$ cat config.mk
export PLATFORM = sky130hd
export DESIGN_NAME = mod_counter
export DESIGN_NICKNAME = d
export VERILOG_FILES = /design/src/rtl/mod_counter.sv
export SDC_FILE = /design/constraint.sdc
export NUM_CORES = 1
export LEC_CHECK = 0
export CAP_MARGIN = 15
export CORE_MARGIN = 4
export CORE_UTILIZATION = 49
export CTS_CLUSTER_SIZE = 20
export DETAILED_ROUTE_END_ITERATION = 12
export PLACE_DENSITY = 0.84
export REMOVE_ABC_BUFFERS = 1
export SYNTH_ARGS = -nofsm -noshare
export SYNTH_HDL_FRONTEND = slang
export SYNTH_SLANG_ARGS = --single-unit
$ cat constraint.sdc
create_clock -name clk -period 2.9 [get_ports clk]
set_clock_uncertainty 0.15 [all_clocks]
set_input_delay 0.58 -clock clk [delete_from_list [all_inputs] [get_ports clk]]
set_output_delay 0.58 -clock clk [all_outputs]
set_load 0.1 [all_outputs]
$ cat src/rtl/mod_counter.sv
// mod_counter: up/down modulo counter with a programmable prescaler,
// synchronous load, wrap-or-saturate boundaries, a one-cycle terminal pulse
// and a sticky overflow flag.
//
// Ports:
//   clk        - single clock, all state updates on the rising edge
//   reset      - asynchronous active-low reset
//   enable     - counting enable; prescaler and counter frozen when low
//   up_down    - count direction (1 = up, 0 = down)
//   load       - synchronous load strobe (wins over ticks, ignores enable)
//   load_value - value loaded, clamped to COUNTER_MAX
//   prescale   - counter steps once every prescale+1 enabled cycles
//   clear_ovf  - clears the sticky overflow flag
//   counter    - registered count value
//   terminal   - registered pulse, high for the cycle after a boundary event
//   overflow   - registered sticky boundary flag
module mod_counter #(
    parameter int unsigned COUNTER_WIDTH  = 8,
    parameter int unsigned COUNTER_MAX    = 255,
    parameter int unsigned PRESCALE_WIDTH = 4,
    parameter bit          SATURATE       = 1'b0
) (
    input  logic                      clk,
    input  logic                      reset,
    input  logic                      enable,
    input  logic                      up_down,
    input  logic                      load,
    input  logic [COUNTER_WIDTH-1:0]  load_value,
    input  logic [PRESCALE_WIDTH-1:0] prescale,
    input  logic                      clear_ovf,
    output logic [COUNTER_WIDTH-1:0]  counter,
    output logic                      terminal,
    output logic                      overflow
);

    localparam logic [COUNTER_WIDTH-1:0] MAX_V = COUNTER_WIDTH'(COUNTER_MAX);

    logic [COUNTER_WIDTH-1:0]  r_counter;
    logic [PRESCALE_WIDTH-1:0] r_pcnt;
    logic                      r_terminal;
    logic                      r_overflow;

    logic                      w_tick;
    logic                      w_at_max;
    logic                      w_at_zero;
    logic                      w_boundary;
    logic [COUNTER_WIDTH-1:0]  w_load_val;
    logic [COUNTER_WIDTH-1:0]  w_step;

    // Tick, boundary detection and next count value
    always_comb begin
        w_tick     = 1'b0;
        w_at_max   = 1'b0;
        w_at_zero  = 1'b0;
        w_boundary = 1'b0;
        w_load_val = load_value;
        w_step     = r_counter;

        // >= compare so a prescale lowered below pcnt ticks right away
        w_tick    = enable && (r_pcnt >= prescale);
        w_at_max  = (r_counter == MAX_V);
        w_at_zero = (r_counter == '0);
        // a load on the same edge suppresses the boundary event
        w_boundary = w_tick && !load && (up_down ? w_at_max : w_at_zero);

        if (load_value > MAX_V) begin
            w_load_val = MAX_V;
        end

        if (up_down) begin
            if (w_at_max) begin
                w_step = SATURATE ? MAX_V : '0;
            end else begin
                w_step = r_counter + COUNTER_WIDTH'(1);
            end
        end else begin
            if (w_at_zero) begin
                w_step = SATURATE ? '0 : MAX_V;
            end else begin
                w_step = r_counter - COUNTER_WIDTH'(1);
            end
        end
    end

    // State registers: load > tick > hold
    always_ff @(posedge clk or negedge reset) begin
        if (!reset) begin
            r_counter  <= '0;
            r_pcnt     <= '0;
            r_terminal <= 1'b0;
            r_overflow <= 1'b0;
        end else begin
            if (load) begin
                r_counter  <= w_load_val;
                r_pcnt     <= '0;
                r_terminal <= 1'b0;
            end else if (w_tick) begin
                r_counter  <= w_step;
                r_pcnt     <= '0;
                r_terminal <= w_boundary;
            end else begin
                if (enable) begin
                    r_pcnt <= r_pcnt + PRESCALE_WIDTH'(1);
                end
                r_terminal <= 1'b0;
            end

            // a boundary event beats a simultaneous clear
            if (w_boundary) begin
                r_overflow <= 1'b1;
            end else if (clear_ovf) begin
                r_overflow <= 1'b0;
            end
        end
    end

    assign counter  = r_counter;
    assign terminal = r_terminal;
    assign overflow = r_overflow;

endmodule

---- Word-level counts from Yosys, hierarchy flattened ----
Cells that the tools add are included.
word-level totals
  bits in registers ....................... 14
cells by class
  reduce and logical (&&, ||, !) cells .... 8
  muxes and demuxes ....................... 14
  add/subtract/negate cells ............... 3
  equal/unequal tests ..................... 1
  order comparisons ....................... 2
operator list
  kind                                                   count
  2-to-1 mux 8 bit                                       6
  2-to-1 mux 4 bit                                       3
  adder 8 x 1 -> 8 bit (second input constant)           1
  equality test 8 bit (second input constant)            1
  greater-than comparator 8 bit (second input constant)  1
  zero test 8 bit                                        1
  subtractor 8 x 1 -> 8 bit (second input constant)      1
  2-to-1 mux 1 bit                                       5
  adder 4 x 1 -> 4 bit (second input constant)           1
  greater-or-equal comparator 4 bit                      1
  nonzero test 2 bit                                     2
  logical AND 1 bit                                      3
  nonzero test 3 bit                                     1
  zero test 1 bit                                        1

---- Logic depth before layout (Yosys ltp) ----
Gate-level depths: netlist of the first run.
  word-level depth ........................ 6
  mapped depth ............................ 8
  gate-level depth less buffers ........... 7

---- Least setup slack after synthesis of the first run ----
OpenSTA, ideal clock, no wires.
  path type ............................... flip-flop to flip-flop
  start point ............................. register r_counter[0] (netlist: counter[0])
  end point ............................... register r_counter[4] (netlist: counter[4])
  slack ................................... 508 ps
  arrival ................................. 2158 ps
  required time ........................... 2667 ps
  cell stages (with the launch flop) ...... 8
  cells stage by stage .................... dfrtp_1 > inv_1 > ha_1 > nor3b_1 > xnor2_1 > a22oi_1 > mux2i_1 > o21ai_0
on the way
  word-level cells in the longest chain between the ends .. 5
  elaborated cells on any way between the ends .. 9
  those cells by class .................... add/sub: 2; eq/ne: 1; mux: 5; reduce/logical: 1
ends and longest elaborated chain
  element                                            RTL line  source
  start: declaration                                 38        logic [COUNTER_WIDTH-1:0] r_counter;
  start signal: assignment                           94        r_counter <= w_load_val;
  start signal: assignment                           98        r_counter <= w_step;
  subtractor 8 x 1 -> 8 bit (tied with other cells)  80        w_step = r_counter - COUNTER_WIDTH'(1);
  2-to-1 mux 8 bit (on tied branches)                77, 71
  2-to-1 mux 8 bit *                                 70        if (up_down) begin
  2-to-1 mux 8 bit *                                 97        end else if (w_tick) begin
  2-to-1 mux 8 bit *                                 93        if (load) begin
Mark *: on every way between the ends. The rest lies on a longest branch, timed or not. The select of a mux whose other input is x is not followed.
A chain may end at the register's enable or synchronous reset.

---- Worst setup path in the final report of the first run ----
  start point ............................. input prescale[3]
  end point ............................... register r_counter[4] (netlist: counter[4])
on the way
  word-level cells in the longest chain between the ends .. 3
ends and longest elaborated chain
  element                            RTL line  source
  start: declaration                 29        input logic [PRESCALE_WIDTH-1:0] prescale,
  greater-or-equal comparator 4 bit  60        w_tick = enable && (r_pcnt >= prescale);
  logical AND 1 bit                  60
  nonzero test 2 bit (no line)       --
No other way between the ends.

==> impl_metrics.yaml, run 1 <==
route:
  drc: 0
  initialDrtViolationCount: 12
  first_pass_iters: 4
  route.vias.total: 1056
  via_per_inst: 5.62
  drtAntennaViolNets: 0
  wl_um: 2630
  routedWlPerCell_um: 14.0
sta:
  setup_viol: 0
  max_freq_mhz: 398
  worstMarginPinSlew_ns: 0.700
  slew_headroom_pct: 53.2
  drv_slew: 0
  rsz0062_at_grt: "no"
  min_period_over_period_pct: 86.7
  hold_viol_final: 0
  finalCriticalPeriod_ns: 2.51
  setup_tns_ns: 0
logic_synthesis:
  synth_compound_area_share_pct: 22.7
  synth_xor_area_share_pct: 5.37
  synth-async-reset-ratio_pct: 100
  yosysSeqAreaShare_pct: 30.7
  synth_commonest_cells: "dfrtp_1, inv_1, nand2_1, a21oi_1"
  synth_fa_ha_area_share_pct: 8.76
  synthMuxAreaShare_pct: 0.876
  ys_top_cells_by_area: "dfrtp_1, ha_1, a21oi_1, inv_1, nand2_1"
  synthFlopType: "dfrtp_1"
  synth.distinct_cells: 42
  ys_ff_latch: 14
  synth.largest_area_cell: "dfrtp_1"
  synth-edff-count: 0
  synth_top_family_by_area: "simple AND/OR/NAND/NOR gates"
  yosys.area_share.simple_pct: 23.9
  synth_top_cell_area_share_pct: 30.7
  yosysMostFrequentCell: "dfrtp_1"
  syn_area_mm2: 0.00114
  syn_avg_cell_area_um2: 8.52
  yosysWarnings: 0
  synth_cells: 134
die:
  start_util_pct: 51.6
  die_h_um: 56.3
  dieArea_mm2: 0.00317
  core_area_mm2: 0.00221
  io_pins: 28
  dieWidth_um: 56.3
  fp-row-count: 17
clock_network:
  cts_max_path_buffers: 2
  cts.clk_slew.worst_paths_ns: 0.08
  insertion_delay_ns: 0.27
  cts_sinks: 14
  post_cts_resize_count: 0
  cts_hold_buf: 0
  cts-root-buf: "clkbuf_4"
  cts_tree: "built"
  cts-htree-levels: 1
  cts_made_buffers: 3
  post_cts_buffers: 0
global_routing:
  grt_overflow: 0
  met1_usage_pct: 22.7
  grtUsageMet3_pct: 3.68
  antenna_found_initial: 0
  grt_usage_pct: 17.5
  grt_max_degree: 23
  busiest_layer: "met2"
  grtUsageMet2_pct: 29.7
  grt_pass1_vias: 1031
  grt_pass1_wl_um: 4530
critical_path:
  worst_ep_arrival_time_ns: 2.50
  endpoint: "counter[4]"
  critPathLaunchType: "input port"
  path_max_fanout: 9
  crit_type: "in2reg"
  reg2reg_slack_ns: 0.68
  critical_path_required_ns: 2.88
  reg2reg_depth: 7
  endpoint_kind: "flop"
  startpoint: "prescale[3]"
  regToRegStartpoint: "r_pcnt[0]"
  r2r-end: "counter[4]"
pwr:
  ir_drop_v: 0.000306
  powerDensity_mw_per_mm2: 432
  power_mw: 0.614
  power.leakage_nw: 0.616
layout:
  utilization_pct: 64.3
  n_antenna_cell: 0
  syn2layout_area_growth_pct: 24.5
  layout-drive-gt1-share_pct: 13.1
  nets: 187
placement:
  hpwlAfterDp_um: 1970
  port_buffers: 27
  routabilityCongestion: 0.923
hold_path:
  hold_path_class: "reg2reg"
run:
  max_cap_violations: 0
run_status:
  outcome: "finished, final reports clean"
## worst min path at each step
stage | to | startpoint | cells after the start
floorplan | counter[0] | reset | 0
global placement | overflow | overflow | 1
detailed placement | overflow | overflow | 1
CTS | overflow | overflow | 1
global route | overflow | overflow | 1
finish | overflow | overflow | 1
## metrics by stage
step                      area, µm²  hold slack (ns)  instances  setup slack, ns
after global placement         1390            0.314        184            0.154
after detailed placement       1390            0.337        184           0.0964
final                          1420            0.352        188            0.386
after floorplan                1100            0.134        128            0.455
after CTS                      1420            0.356        188            0.391
after global routing           1420            0.383        188            0.265
## kinds of logic (layout without fill, tap and decap cells)
family	Yosys count	count (layout)
adder cells (fa/ha/maj)	8	8
XOR/XNOR	7	7
AO/OA/AOI/OAI	39	39
flip-flops	14	14
multiplexers	1	1
AND/OR/NAND/NOR	47	47
buffers and inverters	18	44
## sequential cells by signal (all words and copies together), names as in the netlist
name	flops
terminal	1
counter	8
r_pcnt	4
overflow	1
## cells in the final DEF, fill, tap and decap left out, types with 6 or more instances in the layout
master and n:
a21oi_1 9, buf_4 11, clkdlybuf4s50_1 17, dfrtp_1 14, ha_1 8, inv_1 12, nand2_1 11, nand2b_1 6
nand3_1 6, o21ai_0 8
## critical path: stages
cell,delay [ns]
clkdlybuf4s50_1,0.45
inv_1,0.04
ha_1,0.27
o21a_1,0.11
o21ai_0,0.10
nor2_1,0.56
mux2i_1,0.29
o21ai_0,0.09
## metal layers
metal,part of all wire (%),vias up
met3,7.0,2
met4,0.49,0
met1,45,481
met5,0,-
li1,-,538
met2,48,35
## cell type report
class,instances,area [µm²]
inverters,12,45.0
flip-flops and latches,14,350
repair buffers,28,253
clock buffers,4,36.3
fillers,210,790
well taps,28,35.0
multi-input cells,102,703
## report_power, final
group | internal, mW | switching [mW]
sequential | 0.208 | 0.0312
clock | 0.0763 | 0.0626
combinational | 0.0799 | 0.156
total | 0.364 | 0.250
(Power assumes the default switching activity.)
==> run 2, diff against run 1 <==
MAX_ROUTING_LAYER = met4   (was default)
SKIP_LAST_GASP = 1   (was default)
==> run 2 against run 1 <==
Compared with the run above: flip-flop and latch count is the same; setup slack is essentially flat; hold slack is the same; cell area is the same; utilization is the same; non-clock buffer count is the same; critical path type unchanged; combinational power is essentially flat; clock power is essentially flat; global-route usage grew 0.48 points; final cell count is the same; sequential power is essentially flat; sequential share of layout area is the same.
==> impl_metrics.yaml, run 2 (synthesized netlist as in run 1, its figures left out) <==
run_status:
  outcome: "finished, final reports clean"
die:
  die_h_um: 56.3
  fp-row-count: 17
  start_util_pct: 51.6
  core_area_mm2: 0.00221
  dieWidth_um: 56.3
  io_pins: 28
  dieArea_mm2: 0.00317
sta:
  setup_tns_ns: 0
  worstMarginPinSlew_ns: 0.699
  min_period_over_period_pct: 86.7
  setup_viol: 0
  hold_viol_final: 0
  max_freq_mhz: 398
  slew_headroom_pct: 53.2
  rsz0062_at_grt: "no"
  finalCriticalPeriod_ns: 2.51
  drv_slew: 0
critical_path:
  regToRegStartpoint: "r_pcnt[0]"
  worst_path_max_delay_cell: "nor2_1"
  r2r-end: "counter[4]"
  critical_path_required_ns: 2.88
  critPathLaunchType: "input port"
  reg2reg_slack_ns: 0.68
  endpoint_kind: "flop"
  reg2reg_depth: 7
  path_max_fanout: 9
  startpoint: "prescale[3]"
  worst_ep_arrival_time_ns: 2.50
  cp_cell_sequence: "clkdlybuf4s50_1 -> inv_1 -> ha_1 -> o21a_1 -> o21ai_0 -> nor2_1 -> mux2i_1 -> o21ai_0"
  crit_type: "in2reg"
  slowest_delay_ns: 0.56
  crit_top_cell: "o21ai_0"
clock_network:
  post_cts_buffers: 0
  cts_hold_buf: 0
  cts_tree: "built"
  cts.clk_slew.worst_paths_ns: 0.08
  cts_sinks: 14
  insertion_delay_ns: 0.27
  cts_made_buffers: 3
  cts-htree-levels: 1
  post_cts_resize_count: 0
  cts_max_path_buffers: 2
  cts-root-buf: "clkbuf_4"
layout:
  layout_common_cells: "clkdlybuf4s50_1, dfrtp_1, inv_1, nand2_1, buf_4"
  layout-drive-gt1-share_pct: 13.1
  syn2layout_area_growth_pct: 24.5
  final_common_cell: "clkdlybuf4s50_1"
  n_antenna_cell: 0
  ff_latch_area_um2: 350
  multi_input_area_um2: 703
  nets: 187
  utilization_pct: 64.3
  nFillCells: 210
  largest_reg_flops: 8
hold_path:
  hold_start: "overflow"
  whs_path_depth: 1
  hold_path_class: "reg2reg"
  holdPathEnd: "overflow"
placement:
  hpwlAfterDp_um: 1970
  routabilityCongestion: 0.939
  port_buffers: 27
route:
  routedWlPerCell_um: 14.0
  drc: 0
  wl_um: 2630
  first_pass_iters: 4
  drtAntennaViolNets: 0
  via_per_inst: 5.62
  initialDrtViolationCount: 12
  route.vias.total: 1056
global_routing:
  grt_max_degree: 23
  grt_pass1_vias: 1031
  grt_pass1_wl_um: 4530
  grt_usage_pct: 18.0
  grt_overflow: 0
  antenna_found_initial: 0
pwr:
  powerDensity_mw_per_mm2: 432
  ir_drop_v: 0.000305
  power.leakage_nw: 0.616
run:
  max_cap_violations: 0
-- run 2: cell counts in the layout (fill, tap and decap cells not counted) --
Identical to the previous run, type by type.
-- run 2: power breakdown --
part           total [mW]  internal, mW  switching [mW]
Sequential          0.239         0.208          0.0312
Combinational       0.236        0.0799           0.156
Clock               0.139        0.0763          0.0626
Total               0.614         0.364           0.250
-- run 2: stage by stage --
stage | area (µm²) | hold WS [ns] | std cells | power, mW | setup slack [ns]
after floorplan | 1100 | 0.134 | 128 | 0.400 | 0.455
after detailed placement | 1390 | 0.337 | 184 | 0.478 | 0.0964
after global routing | 1420 | 0.383 | 188 | 0.651 | 0.265
final | 1420 | 0.352 | 188 | 0.614 | 0.386
after CTS | 1420 | 0.356 | 188 | 0.620 | 0.391
after global placement | 1390 | 0.314 | 184 | 0.472 | 0.154
-- run 2: metal layers --
layer	wire length, µm	vias up	global-route usage [%]
met4	13	0	4.07
li1	-	538	-
met3	175	2	3.45
met5	0	-	-
met2	1250	35	29.7
met1	1190	481	22.8
-- run 2: cell type report --
type                            count  area share, %
Clock buffer                        4           2.55
Inverter                           12           3.17
Multi-Input combinational cell    102           49.4
Sequential cell                    14           24.6
Tap cell                           28           2.46
Timing Repair Buffer               28           17.8
-- run 2: how the worst max path moves through the flow --
| stage | end | slack, ns |
|---|---|---|
| global route | counter[6] | 0.27 |
| CTS | counter[4] | 0.39 |
| global placement | counter[6] | 0.15 |
| floorplan | counter[4] | 0.45 |
| finish | counter[4] | 0.39 |
| detailed placement | counter[4] | 0.1 |
-- run 2: worst max-delay path, delay by kind of cell --
family / cells / cell delay (ns)
AND/OR/NAND/NOR: 1 / 0.56
buffers and inverters: 2 / 0.49
AO/OA/AOI/OAI: 3 / 0.30
multiplexers: 1 / 0.29
adder cells (fa/ha/maj): 1 / 0.27
